File: src/rtl/div24u12_seq.sv
// div24u12_seq: sequential restoring 2W/W unsigned divider, one quotient bit per cycle, valid/ready on both sides
// DIV_ROUND_EN: round the normal-case quotient to nearest, saturating at all-ones
module div24u12_seq #(
  parameter int WIDTH = 12
) (
  input  logic               clk,
  input  logic               rst,
  input  logic               in_valid,
  output logic               in_ready,
  input  logic [2*WIDTH-1:0] A,
  input  logic [WIDTH-1:0]   B,
  output logic               out_valid,
  input  logic               out_ready,
  output logic [WIDTH-1:0]   Q,
  output logic [WIDTH-1:0]   R,
  output logic               ovf,
  output logic               dbz
);
  localparam int CW = $clog2(WIDTH);
  typedef enum logic [1:0] {IDLE, BUSY, DONE} state_t;
  state_t state, state_nx;
  logic [WIDTH-1:0] p, lo, b_r, p_nx, q_nx, q_fin;
  logic [WIDTH-2:0] qt;
  logic [WIDTH:0]   t;
  logic [CW-1:0]    cnt;
  logic             exc_dbz, exc_ovf, ge, accept;
  assign in_ready  = state == IDLE;
  assign out_valid = state == DONE;
  assign accept    = in_valid & in_ready;
  assign t         = {p, lo[WIDTH-1]};
  assign ge        = t >= {1'b0, b_r};
  assign p_nx      = ge ? WIDTH'(t - {1'b0, b_r}) : t[WIDTH-1:0];
  assign q_nx      = {qt, ge};
`ifdef DIV_ROUND_EN
  assign q_fin = ({p_nx, 1'b0} >= {1'b0, b_r}) && !(&q_nx) ? q_nx + 1'b1 : q_nx;
`else
  assign q_fin = q_nx;
`endif
  always_comb begin
    state_nx = state;
    case (state)
      IDLE:    state_nx = accept ? BUSY : IDLE;
      BUSY:    state_nx = (exc_dbz || exc_ovf || cnt == '0) ? DONE : BUSY;
      DONE:    state_nx = out_ready ? IDLE : DONE;
      default: state_nx = IDLE;
    endcase
  end
  always_ff @(posedge clk or posedge rst)
    if (rst) state <= IDLE;
    else     state <= state_nx;
  // Exceptions spend one BUSY cycle so their result appears one edge after accept.
  always_ff @(posedge clk or posedge rst)
    if (rst) begin
      p       <= '0;
      lo      <= '0;
      b_r     <= '0;
      qt      <= '0;
      cnt     <= '0;
      exc_dbz <= 1'b0;
      exc_ovf <= 1'b0;
      Q       <= '0;
      R       <= '0;
      ovf     <= 1'b0;
      dbz     <= 1'b0;
    end else if (state == IDLE && accept) begin
      p       <= A[2*WIDTH-1:WIDTH];
      lo      <= A[WIDTH-1:0];
      b_r     <= B;
      qt      <= '0;
      cnt     <= CW'(WIDTH - 1);
      exc_dbz <= B == '0;
      exc_ovf <= B != '0 && A[2*WIDTH-1:WIDTH] >= B;
    end else if (state == BUSY) begin
      if (exc_dbz || exc_ovf) begin
        Q   <= '1;
        R   <= exc_dbz ? lo : '0;
        ovf <= exc_ovf;
        dbz <= exc_dbz;
      end else begin
        p   <= p_nx;
        lo  <= {lo[WIDTH-2:0], 1'b0};
        qt  <= q_nx[WIDTH-2:0];
        cnt <= cnt - 1'b1;
        if (cnt == '0) begin
          Q   <= q_fin;
          R   <= p_nx;
          ovf <= 1'b0;
          dbz <= 1'b0;
        end
      end
    end
endmodule
File: config.mk
export PLATFORM = sky130hd
export DESIGN_NAME = div24u12_seq
export DESIGN_NICKNAME = d
export VERILOG_FILES = /design/src/rtl/div24u12_seq.sv
export SDC_FILE = /design/constraint.sdc
export NUM_CORES = 1
export LEC_CHECK = 0
export CAP_MARGIN = 10
export CORE_MARGIN = 4
export CORE_UTILIZATION = 28
export DETAILED_ROUTE_END_ITERATION = 6
export PLACE_DENSITY_LB_ADDON = 0.05
export SLEW_MARGIN = 20
export SYNTH_ARGS = -nofsm -noshare
export SYNTH_HDL_FRONTEND = slang
export SYNTH_SLANG_ARGS = --single-unit
File: constraint.sdc
create_clock -name clk -period 3.7 [get_ports clk]
set_input_delay 0.37 -clock clk [delete_from_list [all_inputs] [get_ports clk]]
set_output_delay 0.37 -clock clk [all_outputs]
set_load 0.02 [all_outputs]
After elaboration in Yosys (flattened, before gate mapping)
Index checks and enable logic that the tools add are counted.
- add/subtract/negate cells: 2
- $lt $le $gt $ge: 2
- eq/ne operators: 3
- muxes and demuxes: 25
- bitwise operators: 2
- reductions and logical operators: 12
- operators with widths (kind ; count):
    two-way mux 12 bit ; 12
    two-way mux 11 bit ; 3
    >= comparator 13 x 12 -> 1 bit ; 1
    >= comparator 12 bit ; 1
    logical NOT 12 bit ; 1
    two-way mux 4 bit ; 3
    nonzero test 12 bit ; 1
    subtractor 12 bit ; 1
    case mux 2 bit (3 select lines) ; 1
    logical NOT 4 bit ; 1
    two-way mux 1 bit ; 4
    two-way mux 2 bit ; 2
    nonzero test 2 bit ; 2
    subtractor 4 x 1 -> 4 bit, second input constant ; 1
    AND reduction 3 bit ; 1
    equality test 2 x 1 -> 1 bit, second input constant ; 1
    equality test 2 bit, second input constant ; 1
    logical AND 1 bit ; 2
    logical NOT 2 bit ; 1
    logical OR 1 bit ; 2
    inequality test 2 bit, second input constant ; 1
    AND reduction 2 bit ; 1
    AND 1 bit ; 1
    NOT 1 bit ; 1
- flip-flop bits (word level): 81
- input port bits: 40
- output and inout bits: 28
- logic and storage cells: 58

Logic depth before layout (Yosys ltp)
Gate-level depths: netlist of run 1.
- word-level depth: 5
- gate-level depth with buffers: 11
- depth with buffers taken out: 10

Least setup slack after synthesis of run 1
No wires, ideal clock.
- path kind: register to register
- start point: register lo[11]
- end point: register p[8]
- setup time: 0.066 ns
- arrival time: 2.208 ns
- setup slack: 1.426 ns
- stages on the path, launching flop included: 11
- period minus slack after synthesis: 2.274 ns
- cells stage by stage: dfrtp_1 inv_1 ha_1 inv_1 fa_1 a211oi_1 o21ai_0 a311o_1 and3_1 nand4b_1 nand2_1
- longest elaborated chain between the ends: 5
- elaborated cells between the ends (all ways): 6
- those cells by class: add/sub: 1; order compare: 1; mux: 4
- ends and longest elaborated chain (element ; RTL line ; RTL):
    start, declared ; 22 ; logic [WIDTH-1:0] p, lo, b_r, p_nx, q_nx, q_fin;
    start signal, assigned ; 67 ; lo <= A[WIDTH-1:0];
    start signal, assigned ; 81 ; lo <= {lo[WIDTH-2:0], 1'b0};
    subtractor 12 bit / >= comparator 13 x 12 -> 1 bit (equally long branches) ; 32, 31 ;
    two-way mux 12 bit * ; 32 ; assign p_nx = ge ? WIDTH'(t - {1'b0, b_r}) : t[WIDTH-1:0];
    two-way mux 12 bit * ; 74 ; if (exc_dbz || exc_ovf) begin
    two-way mux 12 bit * ; 73 ; end else if (state == BUSY) begin
    two-way mux 12 bit * ; 65 ; end else if (state == IDLE && accept) begin
    end signal, assigned ; 66 ; p <= A[2*WIDTH-1:WIDTH];
    end signal, assigned ; 80 ; p <= p_nx;
    end, declared ; 22 ;
Every way passes the cells marked *; elsewhere a longest branch is shown, timed or not. The select of a mux whose other input is x is not followed.
A chain may end at the register's enable or synchronous reset.

Worst setup path after layout of run 1
- start point: register p[6]
- end point: register R[8]
- longest elaborated chain between the ends: 4
- elaborated cells between the ends (all ways): 5
- those cells by class: add/sub: 1; order compare: 1; mux: 3
- ends and longest elaborated chain (element ; RTL line ; RTL):
    subtractor 12 bit / >= comparator 13 x 12 -> 1 bit (equally long branches) ; 32, 31 ;
    two-way mux 12 bit * ; 32 ;
    two-way mux 12 bit * ; 84 ; if (cnt == '0) begin
    two-way mux 12 bit * ; 74 ;
    end signal, assigned ; 76 ; R <= exc_dbz ? lo : '0;
    end signal, assigned ; 86 ; R <= p_nx;
    end, declared ; 15 ; output logic [WIDTH-1:0] R,
Marks and branches as above.

==> results of run 1 <==
[cell type report]
| type | instances | area [sq um] | share of cell area, % |
|---|---|---|---|
| tap | 188 | 235 | 4.24 |
| multi-input combinational | 305 | 2110 | 38.0 |
| clock buffer | 10 | 239 | 4.31 |
| sequential | 81 | 2030 | 36.6 |
| clock inverter | 6 | 72.6 | 1.31 |
| inverter | 30 | 114 | 2.05 |
| timing repair buffer | 75 | 747 | 13.5 |
[cell families (layout without fill, tap and decap cells)]
logic type	count (synthesis)	after routing
adders and majority gates	26	26
muxes	10	10
AOI/OAI and AO/OA	146	146
and+or+nand+nor	118	118
xor gates and xnor gates	5	5
buffers and inverters	54	121
DFF	81	81
[cells in the mapped netlist, drive strengths merged (2+ instances only)]
master	number
nand4	4
a211o	2
nor4	4
a22o	12
a2111oi	4
a211oi	4
clkbuf	18
nor3	5
nand2	51
and2	2
ha	25
nand3	5
dfrtp	81
o21a	6
inv	30
o21ai	37
nor2b	4
or2	2
xor2	3
o31ai	3
xnor2	2
a21o	7
a21oi	16
nand2b	4
nor2	23
a22oi	23
and3	3
o31a	3
o22ai	9
o311a	2
buf	6
mux2i	9
nor3b	4
o22a	12
[registers in the layout, summed over array words and instances, names as in the netlist]
name	cells
qt	11
lo	12
R	12
ovf	1
dbz	1
exc_ovf	1
b_r	12
cnt	4
exc_dbz	1
p	12
Q	12
state	2
[critical path: stages (launching register included)]
cell,delay (ns)
dfrtp_1,0.41
ha_1,0.38
o21ai_1,0.38
nor2_1,0.16
a21o_1,0.23
a211o_1,0.54
buf_4,0.27
o311a_1,0.32
nand2_1,0.07
[power by group through the flow]
stage          registers (mW)  clock network, mW  logic [mW]
6_report                 1.52              0.948        3.17
5_1_grt                  1.57               1.01        3.50
4_1_cts                  1.53              0.971        3.20
3_5_place_dp             1.54                  0        3.18
3_3_place_gp             1.54                  0        3.18
2_1_floorplan            1.61                  0        2.07
[final timing paths]
check	cells past startpoint	from	end
min in group asynchronous	3	rst	lo[3]
hold / removal	2	dbz	dbz
setup / recovery	8	p[6]	R[8]
hold reg to reg	2	dbz	dbz
setup reg to reg	8	p[6]	R[8]
max in group asynchronous	3	rst	p[7]
[per-stage QoR]
| step | hold WS [ns] | worst slack, ns | cells |
|---|---|---|---|
| 2_1_floorplan | 0.450 | 1.25 | 440 |
| 3_3_place_gp | 0.471 | 0.916 | 679 |
| 3_5_place_dp | 0.473 | 0.876 | 679 |
| 4_1_cts | 0.488 | 0.930 | 695 |
| 5_1_grt | 0.506 | 0.727 | 695 |
| 6_report | 0.486 | 0.883 | 695 |
[layer usage]
metal / part of all wire, % / global-route usage [%] / vias to the layer above
met3: 3.4 / 2.81 / 14
li1: - / - / 1733
met1: 51 / 22.2 / 1782
met2: 44 / 23.5 / 76
met4: 1.4 / 4.68 / 0
met5: 0 / 0 / -
==> results.toml, run 1 <==
[clock_network]
clockBufferDepth = 2
cts_root_buf = "clkbuf_16"
cts.clk_slew.worst_paths_ns = 0.06
cts_hold_buffers = 0
cts_buffers = 9
htree_levels = 3
clk_latency_ns = 0.34
postCtsSetupBuffers = 0
cts_tree = "done"
cts_resized = 0
cts_sinks = 81

[floorplanning]
num_rows = 45
die-area_sq_mm = 0.0176
core_sq_mm = 0.0152
fp.dieH_um = 133
die-width_um = 133
start_util_pct = 28.6
io_pins = 68

[power]
ir_drop_uv = 368
sw_frac_of_total_pct = 44.3
p_switching_mw = 2.50
seqPwrFrac_pct = 27.0
p_per_area_mw_per_mm2 = 1020
p_leak_nw = 2.48
intPower_mw = 3.14
clkPwrFrac_pct = 16.8
power_mw = 5.64
comb_power_share_pct = 56.2

[synthesis]
synthFlopType = "dfrtp_1"
synth_top_area_cell = "dfrtp_1"
synth_adder_area_share_pct = 7.66
synth_compound_area_share_pct = 24.0
synth-seq-cells = 81
netlist_area_sq_mm = 0.00435
synth_top_family_by_area = "compound AO/OA/AOI/OAI gates"
ys_warn_count = 0
syn_area_per_cell_sq_um = 9.88
yosys.area_share.simple_pct = 13.0
yosysTopAreaCellShare_pct = 46.6
yosys.area_share.xor_xnor_pct = 1.01
synth_area_leaders = "dfrtp_1 (47%), ha_1 (7.2%), nand2_1 (4.4%)"
synth_fp_nets = 506
synth_cells = 440
synth_mux_area_share_pct = 2.42
synth-seq-area-share_pct = 46.6
async_reset_ff_share_pct = 100
synth_edf_count = 0
yosysUniqueCellTypes = 57

[critical_path]
crit_type = "flip-flop to flip-flop"
cp-start-kind = "flip-flop"
required_ns = 3.98
regToRegSetupSlack_ns = 0.88
path_max_fanout = 12
worstPathArrival_ns = 3.10
end_kind = "flip-flop"

[sta]
period_share_pct = 76.1
skew_ns = 0.00716
rsz0062_at_grt = "false"
fin_crit_ns = 2.82
slew-limit-headroom_pct = 46.9
timing_worst_slew_pin_value_ns = 0.794
final-setup-viol-count = 0
tns_ns = 0
finalMaxSlewViolations = 0
finalHoldViolations = 0
fmax_mhz = 355

[detailed_routing]
ant_nets = 0
wirelength_um = 13300
via_per_inst = 5.19
vias = 3605
wl_per_cell_um = 19.1
first_iter_violations = 159
dr.pass1.iters = 4
drc = 0

[flow_run]
drv_cap = 0

[global_route]
grt_pass1_vias = 3682
grt_pass1_wl_um = 21300
gr-total-overflow = 0
grt_usage_pct = 15.4
grt_max_degree = 82
antenna_found_initial = 0

[cells_and_area]
final_cell_mix = "dfrtp_1 (81), clkdlybuf4s50_1 (67), nand2_1 (51), o21ai_0 (35), inv_1 (29)"
drive_gt1_share_pct = 7.10
synthToLayoutAreaGrowth_pct = 27.6
final_cell_area_sq_mm = 0.00554
finalNetCount = 568
n_fill_cell = 1547
diodes = 0
finish.utilization_pct = 36.5
layout_commonest_cell = "dfrtp_1"

[placement]
dp_hpwl_um = 9360
dpl-instance-area_sq_mm = 0.00523
io_buffer_count = 67
place_congestion = 0.850

[status]
status = "finished clean"

[hold_path]
worst_hold_path_type = "flip-flop to flip-flop"
Note: power is estimated with default switching activity, not from simulation.
==> run 2, diff against run 1 <==
clock period = 2.95 ns   (was 3.7 ns; I/O delays follow)
==> run 2 against run 1 <==
Routed wire length up 2.4%; sequential power is 25% higher; global-route usage is 0.51 points higher; hold slack worse by 0.18 ns; highest routed layer unchanged; combinational power is 28% higher; critical path depth fell by 1; via count grew 0.86%.
==> results.toml, run 2 (synthesis gave the netlist of run 1 again) <==
[status]
status = "finished clean"

[clock_network]
cts_tree = "done"
htree_levels = 3
cts.clk_slew.worst_paths_ns = 0.07
cts_buffers = 9
cts_hold_buffers = 0
postCtsSetupBuffers = 0
cts_root_buf = "clkbuf_16"
clk_latency_ns = 0.34
clockBufferDepth = 2
cts_sinks = 81

[placement]
place_congestion = 0.793
dp_cells = 687
io_buffer_count = 67
dp_hpwl_um = 9960

[global_route]
grt.met1_usage_pct = 22.8
grt_use_met3_pct = 2.93
grt_pass1_wl_um = 21800
grt_max_degree = 55
grt_pass1_vias = 3693
antenna_found_initial = 0
busiest_layer = "met2"
grt_usage_pct = 15.9
met2_usage_pct = 24.1
gr-total-overflow = 0

[critical_path]
worstPathCellList = "ha_1 > o21ai_1 > nor2_1 > a21o_1 > a211o_2 > mux2i_1 > o22ai_1"
regToRegSetupSlack_ns = 0.27
cp-start-kind = "flip-flop"
required_ns = 3.16
cpLargestDelayFamily = "compound AO/OA/AOI/OAI gates"
path_max_fanout = 15
end_kind = "flip-flop"
r2r-end = "R[2]"
critPathBufInv = 0
crit_type = "flip-flop to flip-flop"
cp_slowest_cell = "a211o_2"
worstPathArrival_ns = 2.89
rr_startpoint = "p[6]"
slowest_delay_ns = 0.50
rr_worst_depth = 7

[floorplanning]
die-width_um = 133
fp.dieH_um = 133
core_sq_mm = 0.0152
die-area_sq_mm = 0.0176
num_rows = 45
start_util_pct = 28.6
io_pins = 68

[cells_and_area]
layoutNonFillerInstCount = 703
layout_commonest_cell = "dfrtp_1"
finalNetCount = 576
finish.utilization_pct = 36.9
final_cell_mix = "dfrtp_1 (81), clkdlybuf4s50_1 (67), nand2_1 (51), o21ai_0 (35), inv_1 (29)"
drive_gt1_share_pct = 9.32
diodes = 0
synthToLayoutAreaGrowth_pct = 29.1

[sta]
fmax_mhz = 373
finalMaxSlewViolations = 0
final-setup-viol-count = 0
period_share_pct = 91.0
tns_ns = 0
fin_crit_ns = 2.68
skew_ns = 0.00946
rsz0062_at_grt = "false"
timing_worst_slew_pin_value_ns = 0.705
slew-limit-headroom_pct = 53.0
finalHoldViolations = 0

[power]
sw_frac_of_total_pct = 44.5
p_switching_mw = 3.18
intPower_mw = 3.97
clkPwrFrac_pct = 16.6
comb_power_share_pct = 56.8
p_per_area_mw_per_mm2 = 1270
p_leak_nw = 2.52
ir_drop_uv = 442
seqPwrFrac_pct = 26.6

[detailed_routing]
ant_nets = 0
dr.pass1.iters = 5
via_per_inst = 5.17
vias = 3636
wl_per_cell_um = 19.3
first_iter_violations = 165
wirelength_um = 13600
drc = 0

[flow_run]
drv_cap = 0

[hold_path]
worst_hold_path_type = "input pin to asynchronous set/reset pin"
run 2: cell count changes in the layout (fill, tap and decap cells not counted), sizes merged:
cell / delta
clkbuf: -1
buf: +8
clkinv: -1
inv: +2
run 2: worst reg2reg max path: stages, from the launching register on:
cell     delay, ns
dfrtp_1       0.43
ha_1          0.38
o21ai_1       0.36
nor2_1        0.16
a21o_1        0.23
a211o_2       0.50
mux2i_1       0.36
o22ai_1       0.15
run 2: area by class of cell:
| type | count | area [sq um] |
|---|---|---|
| Clock buffer | 9 | 225 |
| Clock inverter | 7 | 83.8 |
| Fill cell | 1561 | 9590 |
| Inverter | 30 | 114 |
| Multi-Input combinational cell | 305 | 2120 |
| Sequential cell | 81 | 2030 |
| Tap cell | 188 | 235 |
| Timing Repair Buffer | 83 | 803 |
run 2: how the worst max path moves through the flow:
stage,end,cells past startpoint,slack (ns),startpoint
CTS,R[6],7,0.05,p[6]
finish,R[2],7,0.27,p[6]
global route,p[8],10,0.07,lo[11]
detailed placement,R[6],7,0.09,p[6]
global placement,R[6],7,0.14,p[6]
floorplan,Q[0],1,0.57,rst
run 2: stage by stage:
stage	hold slack, ns	cell area [sq um]	power (mW)	worst slack [ns]
2_1_floorplan	0.400	4350	4.61	0.575
3_3_place_gp	0.466	5280	5.93	0.137
3_5_place_dp	0.472	5290	5.95	0.0888
4_1_cts	0.331	5600	7.20	0.0530
5_1_grt	0.365	5610	7.75	0.0728
6_report	0.308	5610	7.15	0.266
run 2: timing repair:
action                     CTS  global route
gates resized for setup      0             4
setup endpoints to repair    0             5
hold endpoints to repair     0             0
run 2: power groups by stage:
stage / Clock [mW] / Sequential, mW / Combinational [mW]
2_1_floorplan: 0 / 2.02 / 2.59
3_5_place_dp: 0 / 1.92 / 4.03
5_1_grt: 1.28 / 1.96 / 4.50
6_report: 1.19 / 1.90 / 4.06
4_1_cts: 1.24 / 1.90 / 4.06
3_3_place_gp: 0 / 1.92 / 4.01
run 2: layer usage:
layer  part of all wire (%)  vias up
met5                      0        -
met4                    1.2        0
met3                    4.5       11
met2                     45       91
met1                     49     1778
li1                       -     1756
==> run 3, diff against run 2 <==
TNS_END_PERCENT = 1   (was default)
==> run 3 against run 2 <==
Setup slack lost 0.13 ns; first-iteration DRC count is the same; utilization is essentially flat; non-clock buffer count is the same; maximum frequency shrank 4.7%; die area is the same; highest routed layer unchanged; cell area is essentially flat; critical endpoint unchanged; via count shrank 0.39%; routed wire length grew 0.22%.
==> results.toml, run 3 (synthesis gave the netlist of run 1 again) <==
[clock_network]
cts_hold_buffers = 0
cts_tree = "done"
clockBufferDepth = 2
cts_sinks = 81
htree_levels = 3
cts_root_buf = "clkbuf_16"
clk_latency_ns = 0.34
cts_buffers = 9
cts.clk_slew.worst_paths_ns = 0.07

[placement]
place_congestion = 0.793
io_buffer_count = 67
dp_hpwl_um = 9960

[critical_path]
crit_type = "flip-flop to flip-flop"
crit_end = "R[2]"
critPathBufInv = 0
required_ns = 3.16
crit_cells = 7
rr_worst_depth = 7
slowest_delay_ns = 0.58
crit_path_start = "p[6]"
cp_slowest_cell = "a211o_1"
cp-start-kind = "flip-flop"
path_max_fanout = 15
r2r-end = "R[2]"
worstPathCellList = "ha_1 > o21ai_1 > nor2_1 > a21o_1 > a211o_1 > mux2i_1 > o22ai_1"
regToRegSetupSlack_ns = 0.13
end_kind = "flip-flop"
cpLargestDelayFamily = "compound AO/OA/AOI/OAI gates"
worstPathArrival_ns = 3.02
rr_startpoint = "p[6]"

[sta]
finalMaxSlewViolations = 0
fin_crit_ns = 2.82
slew-limit-headroom_pct = 47.0
finalHoldViolations = 0
skew_ns = 0.00695
timing_worst_slew_pin_value_ns = 0.794
rsz0062_at_grt = "true"
final-setup-viol-count = 0
hold_ws_ns = 0.312
fmax_mhz = 355
period_share_pct = 95.4

[cells_and_area]
finalNetCount = 576
drive_gt1_share_pct = 9.13
final_cell_mix = "dfrtp_1 (81), clkdlybuf4s50_1 (67), nand2_1 (51), o21ai_0 (35), inv_1 (29)"
layout_commonest_cell = "dfrtp_1"
diodes = 0
synthToLayoutAreaGrowth_pct = 29.1

[power]
power_mw = 7.16
p_per_area_mw_per_mm2 = 1280
ir_drop_uv = 442
p_leak_nw = 2.52

[floorplanning]
io_pins = 68
num_rows = 45
fp.dieH_um = 133
die-area_sq_mm = 0.0176
start_util_pct = 28.6
die-width_um = 133
core_sq_mm = 0.0152

[hold_path]
worst_hold_path_type = "input pin to asynchronous set/reset pin"

[detailed_routing]
vias = 3622
wl_per_cell_um = 19.3
dr.pass1.iters = 4
first_iter_violations = 165
ant_nets = 0
via_per_inst = 5.15
wirelength_um = 13600
drc = 0

[global_route]
grt_pass1_vias = 3693
antenna_found_initial = 0
grt_pass1_wl_um = 21800
gr-total-overflow = 0
grt_max_degree = 55
grt_usage_pct = 15.9

[status]
status = "finished clean"

[flow_run]
drv_cap = 0
==> run 3: how the worst min path moves through the flow <==
stage            from      to  cells past startpoint
5_1_grt           rst   lo[4]                      2
4_1_cts           rst   lo[4]                      2
3_5_place_dp   b_r[0]  b_r[0]                      2
2_1_floorplan    B[0]  b_r[0]                      2
6_report          rst   lo[4]                      2
3_3_place_gp      dbz     dbz                      2
==> run 3: layer usage <==
layer | GRT usage, % | wire, um
met5 | 0 | 0
met4 | 5.48 | 161
met3 | 2.93 | 534
met2 | 24.1 | 6140
met1 | 22.8 | 6770
==> run 3: cell type report <==
class | instances | area, sq um
sequential | 81 | 2030
tap | 188 | 235
clock buffer | 9 | 225
fill | 1560 | 9590
timing repair buffer | 83 | 803
multi-input combinational | 305 | 2120
clock inverter | 7 | 83.8
inverter | 30 | 114
==> run 3: timing repair <==
action / 4_1_cts / 5_1_grt
endpoints found under the hold margin: 0 / 0
setup buffers: 0 / 0
endpoints found under the setup margin: 0 / 5
resized for setup: 0 / 3
==> run 3: worst reg2reg max path, cell delays in order (launching register included) <==
cell and delay, ns:
dfrtp_1 0.43, ha_1 0.38, o21ai_1 0.36, nor2_1 0.16
a21o_1 0.23, a211o_1 0.58, mux2i_1 0.42, o22ai_1 0.15
==> run 3: power breakdown <==
| part | internal, mW | switching [mW] | total, mW |
|---|---|---|---|
| clock | 0.673 | 0.518 | 1.19 |
| combinational | 1.72 | 2.35 | 4.06 |
| sequential | 1.58 | 0.324 | 1.90 |
| total | 3.97 | 3.19 | 7.16 |
==> run 3: through the flow <==
stage          setup slack (ns)  area [sq um]  setup TNS (ns)  std cells  utilization (%)
3_3_place_gp              0.137          5280               0        687             34.7
5_1_grt                -0.00402          5610        -0.00402        703             36.9
4_1_cts                  0.0530          5600               0        703             36.8
2_1_floorplan             0.575          4350               0        440                -
3_5_place_dp             0.0888          5290               0        687             34.8
6_report                  0.135          5610               0        703             36.9
